$ cat src/rtl/serial_line_router_pkg.sv
// Shared types and constants for the serial line router: FSM states, default
// timing constants and the idle level of the serial line.
package serial_router_pkg;

  typedef enum logic [1:0] {
    ROUTE   = 2'd0,
    PENDING = 2'd1,
    SWITCH  = 2'd2
  } state_e;

  localparam int DEF_IDLE_CYCLES  = 16;
  localparam int DEF_SYNC_STAGES  = 2;
  localparam int DEF_BREAK_CYCLES = 1024;

  localparam logic LINE_IDLE = 1'b1;

endpackage

$ cat src/rtl/serial_line_router_line_idle_detect.sv
// Input synchroniser plus saturating idle counter (and, with
// SERIAL_LINE_ROUTER_BREAK_DETECT_EN, a saturating low counter for breaks).
module line_idle_detect
  import serial_router_pkg::*;
#(
  parameter int IDLE_CYCLES = DEF_IDLE_CYCLES,
  parameter int SYNC_STAGES = DEF_SYNC_STAGES
`ifdef SERIAL_LINE_ROUTER_BREAK_DETECT_EN
  ,
  parameter int BREAK_CYCLES = DEF_BREAK_CYCLES
`endif
) (
  input  logic clk,
  input  logic rst_n,
  input  logic in,
  output logic in_s,
  output logic line_idle
`ifdef SERIAL_LINE_ROUTER_BREAK_DETECT_EN
  ,
  output logic break_det
`endif
);

  localparam int IDLE_W = $clog2(IDLE_CYCLES + 1);
  localparam logic [IDLE_W-1:0] IDLE_MAX = IDLE_W'(IDLE_CYCLES);

  logic [SYNC_STAGES-1:0] sync_q;
  logic [IDLE_W-1:0]      idle_cnt;

  // NOTE: sequential state is written with non-blocking assignments only, so
  // every flop samples the pre-edge value of its neighbours (a true shift chain).
  always_ff @(posedge clk or negedge rst_n) begin
    if (!rst_n) sync_q <= {SYNC_STAGES{LINE_IDLE}};
    else        sync_q <= {sync_q[SYNC_STAGES-2:0], in};
  end

  assign in_s = sync_q[SYNC_STAGES-1];

  always_ff @(posedge clk or negedge rst_n) begin
    if (!rst_n)                idle_cnt <= '0;
    else if (in_s != LINE_IDLE) idle_cnt <= '0;
    else if (idle_cnt != IDLE_MAX) idle_cnt <= idle_cnt + 1'b1;
  end

  assign line_idle = (idle_cnt == IDLE_MAX);

`ifdef SERIAL_LINE_ROUTER_BREAK_DETECT_EN
  localparam int LOW_W = $clog2(BREAK_CYCLES + 1);
  localparam logic [LOW_W-1:0] LOW_MAX = LOW_W'(BREAK_CYCLES);

  logic [LOW_W-1:0] low_cnt;

  always_ff @(posedge clk or negedge rst_n) begin
    if (!rst_n)                 low_cnt <= '0;
    else if (in_s == LINE_IDLE) low_cnt <= '0;
    else if (low_cnt != LOW_MAX) low_cnt <= low_cnt + 1'b1;
  end

  assign break_det = (low_cnt == LOW_MAX);
`endif

endmodule

$ cat src/rtl/serial_line_router.sv
// N-channel router for an idle-high serial line; channel changes only take
// effect once the line is idle. Optional break detection: SERIAL_LINE_ROUTER_BREAK_DETECT_EN.
module serial_line_router
  import serial_router_pkg::*;
#(
  parameter int NUM_CH       = 4,
  parameter int SEL_W        = $clog2(NUM_CH),
  parameter int IDLE_CYCLES  = DEF_IDLE_CYCLES,
  parameter int SYNC_STAGES  = DEF_SYNC_STAGES,
  parameter int BREAK_CYCLES = DEF_BREAK_CYCLES
) (
  input  logic              clk,
  input  logic              rst_n,
  input  logic              enable,
  input  logic              in,
  input  logic [SEL_W-1:0]  sel_req,
  input  logic              sel_valid,
  output logic              sel_ready,
  output logic [NUM_CH-1:0] out,
  output logic [SEL_W-1:0]  active_sel,
  output logic              busy,
  output logic              switch_done,
  output logic              sel_err,
  output logic              break_err
);

  if (NUM_CH < 2 || NUM_CH > 16 || IDLE_CYCLES < 1 || IDLE_CYCLES > 255 ||
      SYNC_STAGES < 2 || SYNC_STAGES > 3 || BREAK_CYCLES < 1) begin : g_param_check
    $error("serial_line_router: parameter out of range");
  end

  localparam logic [SEL_W:0] NUM_CH_X = (SEL_W + 1)'(NUM_CH);

  logic              in_s;
  logic              line_idle;
  logic              break_q;
  state_e            state, state_n;
  logic [SEL_W-1:0]  active_q, pend_q;
  logic              accept, same_req, bad_req;
  logic              done_q, err_q;
  logic [NUM_CH-1:0] out_d, out_q;

`ifdef SERIAL_LINE_ROUTER_BREAK_DETECT_EN
  logic break_det;
`endif

  line_idle_detect #(
    .IDLE_CYCLES (IDLE_CYCLES),
    .SYNC_STAGES (SYNC_STAGES)
`ifdef SERIAL_LINE_ROUTER_BREAK_DETECT_EN
    ,
    .BREAK_CYCLES(BREAK_CYCLES)
`endif
  ) u_idle (
    .clk      (clk),
    .rst_n    (rst_n),
    .in       (in),
    .in_s     (in_s),
    .line_idle(line_idle)
`ifdef SERIAL_LINE_ROUTER_BREAK_DETECT_EN
    ,
    .break_det(break_det)
`endif
  );

  // NOTE: every variable driven here gets a default first, so no path through
  // the case leaves it unassigned and no latch is inferred.
  always_comb begin
    state_n  = state;
    accept   = 1'b0;
    same_req = 1'b0;
    bad_req  = 1'b0;
    unique case (state)
      ROUTE: begin
        if (sel_valid) begin
          if ({1'b0, sel_req} >= NUM_CH_X) begin
            bad_req = 1'b1;
          end else if (sel_req == active_q) begin
            same_req = 1'b1;
          end else begin
            accept  = 1'b1;
            state_n = PENDING;
          end
        end
      end
      PENDING: if (line_idle || !enable) state_n = SWITCH;
      SWITCH:  state_n = ROUTE;
      default: state_n = ROUTE;
    endcase
  end

  always_ff @(posedge clk or negedge rst_n) begin
    if (!rst_n) begin
      state    <= ROUTE;
      active_q <= '0;
      pend_q   <= '0;
      done_q   <= 1'b0;
      err_q    <= 1'b0;
    end else begin
      state  <= state_n;
      done_q <= (state == SWITCH) || same_req;
      err_q  <= bad_req;
      if (accept)          pend_q   <= sel_req;
      if (state == SWITCH) active_q <= pend_q;
    end
  end

`ifdef SERIAL_LINE_ROUTER_BREAK_DETECT_EN
  // Break holds until the line has been idle again for a full idle window.
  always_ff @(posedge clk or negedge rst_n) begin
    if (!rst_n)         break_q <= 1'b0;
    else if (break_det) break_q <= 1'b1;
    else if (line_idle) break_q <= 1'b0;
  end
`else
  assign break_q = 1'b0;
`endif

  // The switch cycle blanks every output so the old and new channel never overlap.
  always_comb begin
    out_d = {NUM_CH{LINE_IDLE}};
    for (int i = 0; i < NUM_CH; i++) begin
      if (enable && state != SWITCH && !break_q && active_q == SEL_W'(i)) out_d[i] = in_s;
    end
  end

  always_ff @(posedge clk or negedge rst_n) begin
    if (!rst_n) out_q <= {NUM_CH{LINE_IDLE}};
    else        out_q <= out_d;
  end

  assign out         = out_q;
  assign active_sel  = active_q;
  assign sel_ready   = (state == ROUTE);
  assign busy        = (state != ROUTE);
  assign switch_done = done_q;
  assign sel_err     = err_q;
  assign break_err   = break_q;

endmodule

$ cat config.mk
export PLATFORM = sky130hd
export DESIGN_NAME = serial_line_router
export DESIGN_NICKNAME = d
export VERILOG_FILES = /design/src/rtl/serial_line_router_pkg.sv /design/src/rtl/serial_line_router_line_idle_detect.sv /design/src/rtl/serial_line_router.sv
export SDC_FILE = /design/constraint.sdc
export NUM_CORES = 1
export LEC_CHECK = 0
export ABC_CLOCK_PERIOD_IN_PS = 1150
export CAP_MARGIN = 40
export CORE_MARGIN = 8
export CORE_UTILIZATION = 43
export DETAILED_ROUTE_END_ITERATION = 16
export GPL_TIMING_DRIVEN = 0
export HOLD_SLACK_MARGIN = 0.08
export PLACE_DENSITY = 0.81
export REMOVE_ABC_BUFFERS = 1
export SYNTH_ARGS = -nofsm -noshare
export SYNTH_HDL_FRONTEND = slang
export SYNTH_SLANG_ARGS = --single-unit
$ cat constraint.sdc
create_clock -name clk -period 1.15 [get_ports clk]
set_clock_uncertainty 0.05 [all_clocks]
set_input_delay 0.23 -clock clk [delete_from_list [all_inputs] [get_ports clk]]
set_output_delay 0.23 -clock clk [all_outputs]
set_load 0.03 [all_outputs]
# == After elaboration in Yosys (flattened, before gate mapping) ==
# Index checks and enable logic that the tools add are counted.
# classes
add_sub_neg,1
mul,0
div,0
n_lt_le_gt_ge,0
n_eq_ne,13
shifts,0
n_mux,16
n_bitwise,0
n_reduce_logical,12
# op_table
operator,n
$mux W1,10
$mux W5,2
$ne A2 B2 Y1 const B,5
$eq A2 B2 Y1 const B,3
$mux W2,3
$add A5 B1 Y5 const B,1
$eq A5 B5 Y1 const B,1
$logic_and A1 B1 Y1,5
$ne A5 B5 Y1 const B,1
$eq A2 B1 Y1 const B,2
$logic_not A2 Y1,2
$pmux W2 S2,1
$reduce_and A3 Y1,1
$eq A2 B2 Y1,1
$logic_or A1 B1 Y1,2
$reduce_bool A2 Y1,1
$logic_not A1 Y1,1
# totals
register_bits,18
latch_bits,0
mem_bits_rw,0
romBits,0
in_bits,7
out_inout_bits,11
word_cells,49
n_memories,0

# == Depth between registers and ports, before layout ==
# Gate-level depths: netlist (run 1).
# depth
ltp_word,5
ltp_mapped,5
ltp_nobuf,5

# == Cells and area by module ==
# Synthesis (run 1) repeated with hierarchy kept, for this count alone.
# hier_totals
hier_cells,66
area_unflattened_um2,837.1
# by_module_without_submodules
mod,instances,cells_each,area_each_um2,seq_area_each_um2
serial_line_router,1,37,505.5,280.3
line_idle_detect,1,29,331.6,177.7

# == Worst setup path after synthesis (run 1) ==
# Ideal clock, no wire load.
# synth_timing
path_type,register -> register
from,register state[0]
to,register pend_q[0]
setup_ns,0.128
t_arrival_ns,1.436
required_time_ns,0.972
path_slack_ns,-0.463
path_stages_with_launch,4
n_path_buf,0
period_less_slack_ns,1.613
cell_sequence,dfrtp_1 nor2_1 o211ai_2 mux2_1
# synth_between
elab_chain_len,2
# synth_rtl
element,line,rtl
start: declaration,serial_line_router.sv:37,"state_e state, state_n;"
start signal: assignment,serial_line_router.sv:100,state <= state_n;
$logic_not A2 Y1,n/a,
via sel_ready,serial_line_router.sv:18,"output logic sel_ready,"
$mux W1,serial_line_router.sv:73,unique case (state)
end signal: assignment,serial_line_router.sv:103,if (accept) pend_q <= sel_req;
end: declaration,serial_line_router.sv:38,"logic [SEL_W-1:0] active_q, pend_q;"
# The timed path passes the listed nets, and every way through them passes these cells.
# A chain may end at the register's enable or synchronous reset.

# == Worst setup path in the final report (run 1) ==
# layout_timing
from,register state[1]
to,register out_q[0] (netlist: out[0])
# layout_between
elab_chain_len,4
# layout_rtl
element,line,rtl
$ne A2 B2 Y1,serial_line_router.sv:123,if (enable && state != SWITCH && !break_q && active_q == SEL_W'(i)) out_d[i] = in_s;
$logic_and A1 B1 Y1 (2 in a row),serial_line_router.sv:123,
$mux W1,serial_line_router.sv:123,
via out_d[0],serial_line_router.sv:41,"logic [NUM_CH-1:0] out_d, out_q;"
end signal: assignment,serial_line_router.sv:128,if (!rst_n) out_q <= {NUM_CH{LINE_IDLE}};
end signal: assignment,serial_line_router.sv:129,else out_q <= out_d;
end: declaration,serial_line_router.sv:41,
# The timed path passes the listed nets, and every way through them passes these cells.

==> metrics, run 1 <==
status=finished with violations; failing checks=hold timing, setup timing; Antenna Violating Nets Remaining=0; row count=15; chip width=59.0 µm; clk root buf=clkbuf_4; Final nets=102; most frequent cell after synthesis=dfrtp_1; GRT overflow=0; Post-Route Utilization=70.6%; multiplexer area fraction after synthesis=6.93%; hold_ws=-0.0555 ns; core area=1730 µm²; Via density=4.62; CTS tree=built; Yosys top cell by area=dfrtp_1; RR Startpoint=state[1]; Hold Path Class=in2async; GRT Util Overall=11.2%; Setup crit start kind=flop; number of synthesized flops with an enable pin=0; die area=3480 µm²; post-detail-place hpwl=1.06 mm; Hold Violations, Final=12; number of diodes=0; Synth Instances=61; worst reg2reg path endpoint=out[0]; max cap viols=0; main combinational cell family by area after synthesis=simple AND/OR/NAND/NOR gates; Routed WL per cell=14.9 µm; Worst Tran Pin Value=0.793 ns; Port Buf Inserts=15; async set-or-reset flop fraction in the synthesized netlist=100%; Clock Path Buffers=2; worst skew pair latency=0.29 ns; htree depth=1; Placer Congestion=0.704; Seq cells post-synth=18; DRT Wirelength=1.75 mm; dpl ws=-0.531 ns; First-pass DRT Iterations=4; Setup CP Type=reg2reg; drt initial violations=10; vias post-DR=540; Starting Density=46.0%; multi-input logic area=404 µm²; critical path fanouts, max=5; register area share after synthesis=57.6%; Area Overhead vs Synth=53.4%; largest net degree at the start of global routing=19; pwr dens=2110 nW/µm²; required time of the critical path=1.32 ns; Simple-Gate Fraction of Synth Area=16.2%; Adder-Cell Fraction of Synth Area=3.15%; clock period minus worst slack=1.38 ns; XOR/XNOR share of the synthesized area=7.56%; flop-to-flop setup slack=-0.23 ns; FMAX=0.727 GHz; critical path capture point type=flop; vias in the first global route=608; YS warnings=0; arrival time of the worst setup path=1.55 ns; Die H=59.0 µm; Synth Flop Type=dfrtp_1; FILL cells=120; dominant cells by area after synthesis=dfrtp_1, dfstp_2, mux2_1; final setup vio count=21; Synth top area share=37.8%; post-synth cell types=26; DR DRC count=0; R2R depth=3; mean area per synthesized cell=13.0 µm²; Tcrit/Tclk final=120%; commonest cells in the netlist=dfrtp_1, dfstp_2, mux2_1, nand3_1; CTS Buf Count=3; fin. max-slew vios=0; Syn Std Cell Area=795 µm²; Slew HR=47.1%; LEAKAGE=0.546 nW; hold buffers post-CTS=0; clk sink count=18; first-pass GRT wire length=2.87 mm; FF/Latch Area=463 µm²; io pins=18; final worst slack=-0.226 ns; compound-cell area share of the yosys netlist=4.72%; unrepaired setup endpoints after global routing=true; share of cells above drive strength 1=59.8%; Clock Pin Slew Worst Setup and Hold Paths=0.10 ns; peak supply drop=1420 µV; initial antenna violation count=0
-- logic make-up after synthesis --
kind of cell,count (synthesis)
other,1
buffers and inverters,5
AO/OA/AOI/OAI,5
AND/OR/NAND/NOR,19
multiplexers,5
XOR/XNOR,6
adder cells (fa/ha/maj),2
flip-flops,18
-- worst max-delay path, stage by stage (launching register included) --
cell	delay (ns)
dfrtp_2	0.46
nor2b_2	0.19
nor3b_2	0.21
or3b_1	0.39
-- layout by cell type (no fill, tap or decap), drive strengths merged --
master | netlist | layout
buf | 2 | 22
nand4bb | 1 | 1
clkdlybuf4s50 | 0 | 4
nand3b | 2 | 2
ha | 2 | 2
nand2b | 1 | 1
inv | 3 | 3
a21oi | 2 | 2
xnor2 | 3 | 3
o21ai | 1 | 1
dfrtp | 12 | 12
o211ai | 1 | 1
or3b | 1 | 1
and3 | 1 | 1
mux2i | 1 | 1
dlymetal6s2s | 0 | 1
dlygate4sd2 | 0 | 1
and2 | 3 | 3
xor2 | 3 | 3
conb | 1 | 2
nor2 | 1 | 1
nand3 | 4 | 4
nor2b | 3 | 3
o21ba | 1 | 1
mux2 | 4 | 4
dfstp | 6 | 6
nor3b | 2 | 2
clkbuf | 0 | 4
-- final cells by class --
type	count	area share (%)
clock buffers	4	2.98
repair buffers	28	22.4
multi-input cells	39	33.2
flip-flops and latches	18	38.0
inverters	3	0.924
well taps	25	2.57
-- metal layers --
layer	GRT usage [%]	vias up	share of wire [%]	wire length, µm
li1	-	263	-	-
met1	12.1	259	42	736
met2	18.1	14	51	896
met3	4.34	4	4.5	79
met4	6.48	0	1.9	34
met5	0	-	0	0
-- through the flow --
stage	setup TNS [ns]	std cells	power, W	cell area (µm²)	hold slack (ns)
detailed placement	-8.64	100	0.00176	965	0.304
CTS	-2.18	116	0.00247	1170	0.278
finish	-2.40	117	0.00257	1220	-0.0555
global placement	-7.43	100	0.00173	965	0.296
global route	-3.29	117	0.00272	1220	0.00428
floorplan	-1.72	60	0.00142	783	-0.116
-- registers in the layout (all words and copies together), names as in the netlist --
signal           count
active_sel           2
out                  4
pend_q               2
state                2
switch_done          1
u_idle.idle_cnt      5
u_idle.sync_q        2
-- worst max-delay path by stage --
| stage | startpoint | to | slack, ns |
|---|---|---|---|
| after global routing | state[0] | busy | -0.26 |
| after detailed placement | sel_req[0] | pend_q[0] | -0.53 |
| final | state[1] | out[0] | -0.23 |
| after floorplan | state[0] | pend_q[0] | -0.46 |
| after global placement | sel_req[1] | pend_q[0] | -0.48 |
| after CTS | state[1] | busy | -0.23 |
-- where the power goes --
part | internal (W) | leakage [nW] | switching (W) | total [W]
clock | 0.000193 | 0.0210 | 0.000200 | 0.000393
sequential | 0.000805 | 0.212 | 0.000141 | 0.000946
combinational | 0.000640 | 0.313 | 0.000594 | 0.00123
-- what timing repair did --
item / in CTS / in global routing
hold endpoints to repair: 0 / 12
gates resized for setup: 80 / 12
endpoints found under the setup margin: 23 / 24
setup buffers: 12 / 2
pin swaps: 10 / 10
Power figures use the tool's default switching activity.
==> run 2, diff against run 1 <==
- CORE_MARGIN: 8 -> 10
==> metrics, run 2 (synthesized netlist as in run 1, its figures left out) <==
DRT Wirelength=1.70 mm (-2.8%); Critical Path Source=state[0]; Via density=4.76 (+3.1%); htree depth=1 (unchanged); Placer Congestion=0.672 (-4.6%); Worst Tran Pin Value=0.775 ns (-0.0172 ns); LEAKAGE=0.534 nW (-2.2%); clk sink count=18 (unchanged); Clock Path Buffers=2 (unchanged); CP Cell Sequence=nor2_4, inv_2, buf_6; arrival time of the worst setup path=1.07 ns (-0.48 ns); pwr dens=2120 nW/µm² (+0.40%); hold_ws=0.281 ns (+0.336 ns); placed inst area=965 µm² (unchanged); Port Buf Inserts=15 (unchanged); dpl ws=-0.513 ns (+0.0175 ns); CP top delay family=flip-flops; Hold Path Class=in2reg; status=finished with violations; required time of the critical path=0.87 ns (-0.45 ns); vias post-DR=547 (+1.3%); core area=1750 µm² (+1.1%); clk root buf=clkbuf_4; CTS tree=built; critical path depth in cells=3 (unchanged); post-detail-place hpwl=1.13 mm (+6.2%); First-pass DRT Iterations=3 (-1); Antenna Violating Nets Remaining=0 (unchanged); Clock Pin Slew Worst Setup and Hold Paths=0.11 ns (about the same); fin. max-slew vios=0 (unchanged); share of cells above drive strength 1=62.2% (+2.4 points); Routed WL per cell=14.8 µm (-1.1%); critical path capture point type=output pin; largest net degree at the start of global routing=19 (unchanged); peak supply drop=1510 µV (+6.2%); commonest non-fill, non-tap cell in the layout=buf_6; GRT Util Overall=8.99% (-2.2 points); failing checks=setup timing; max FFs per register=5 (unchanged); DR DRC count=0 (unchanged); Tcrit/Tclk final=118% (-1.9 points); Final nets=100 (-2.0%); first-pass GRT wire length=2.85 mm (-0.73%); final worst slack=-0.205 ns (+0.0218 ns); Slew HR=48.1% (+1.1 points); CTS Buf Count=3 (unchanged); FMAX=0.738 GHz (+1.6%); Reg with most FFs=u_idle.idle_cnt; Die H=63.0 µm (+6.8%); hold buffers post-CTS=0 (unchanged); post-layout instance area=1220 µm² (-0.10%); row count=15 (unchanged); R2R depth=3 (unchanged); initial antenna violation count=0 (unchanged); most frequent cells in the layout=buf_6, buf_4, dfrtp_1, clkdlybuf4s50_1, dfstp_2; CP Buf/Inv Count=2 (+2); vias in the first global route=621 (+2.1%); GRT overflow=0 (unchanged); worst reg2reg path endpoint=pend_q[1]; die area=3970 µm² (+14%); final setup vio count=16 (-24%); chip width=63.0 µm (+6.8%); CP max-delay cell=dfrtp_2; clock period minus worst slack=1.35 ns (-0.0218 ns); Area Overhead vs Synth=53.2%; Tot Pwr=0.00258 W (+0.30%); RR Startpoint=active_sel[1]; io pins=18 (unchanged); flop-to-flop setup slack=-0.20 ns (+0.02 ns); unrepaired setup endpoints after global routing=true; drt initial violations=4 (-6); max cap viols=0 (unchanged); Post-Route Utilization=69.7% (-0.83 points); Setup crit start kind=flop; worst stage delay on the critical path=0.45 ns (about the same); number of diodes=0 (unchanged); Setup CP Type=reg2out; Starting Density=45.5% (-0.49 points); Hold Violations, Final=0 (-12); worst skew pair latency=0.30 ns (about the same); critical path fanouts, max=3 (-2); Setup crit end=busy
## run 2: cell type report
class / instances / area [µm²]
clock buffer: 4 / 36.3
fill: 124 / 528
inverter: 3 / 11.3
multi-input combinational: 39 / 424
sequential: 18 / 463
tap: 25 / 31.3
timing repair buffer: 26 / 251
## run 2: through the flow
step	std cells	setup TNS [ns]
6_report	115	-1.76
3_5_place_dp	100	-8.27
4_1_cts	113	-2.06
2_1_floorplan	60	-1.72
5_1_grt	115	-2.57
3_3_place_gp	100	-7.17
## run 2: routing by layer
metal | vias to the layer above | routed length (µm) | track usage, %
li1 | 259 | - | -
met1 | 270 | 670 | 9.58
met2 | 14 | 910 | 14.7
met3 | 4 | 76 | 3.76
met4 | 0 | 41 | 4.75
met5 | - | 0 | 0
## run 2: worst min-delay path by stage
stage | from | end | slack [ns] | cells after the start
detailed placement | u_idle.sync_q[0] | u_idle.sync_q[1] | 0.30 | 0
global route | in | u_idle.sync_q[0] | 0.28 | 1
CTS | in | u_idle.sync_q[0] | 0.28 | 1
floorplan | rst_n | active_sel[0] | -0.12 | 0
finish | in | u_idle.sync_q[0] | 0.28 | 1
global placement | u_idle.sync_q[0] | u_idle.sync_q[1] | 0.30 | 0
## run 2: what timing repair did
action | 4_1_cts | 5_1_grt
hold endpoints to repair | 0 | 0
setup endpoints to repair | 22 | 24
setup buffers | 9 | 2
pin swaps | 7 | 11
resized for setup | 80 | 13
## run 2: where the power goes
| part | leakage, nW | total [W] | switching (W) | internal [W] |
|---|---|---|---|---|
| sequential | 0.212 | 0.000936 | 0.000131 | 0.000805 |
| clock | 0.0210 | 0.000394 | 0.000200 | 0.000193 |
| combinational | 0.301 | 0.00125 | 0.000600 | 0.000651 |
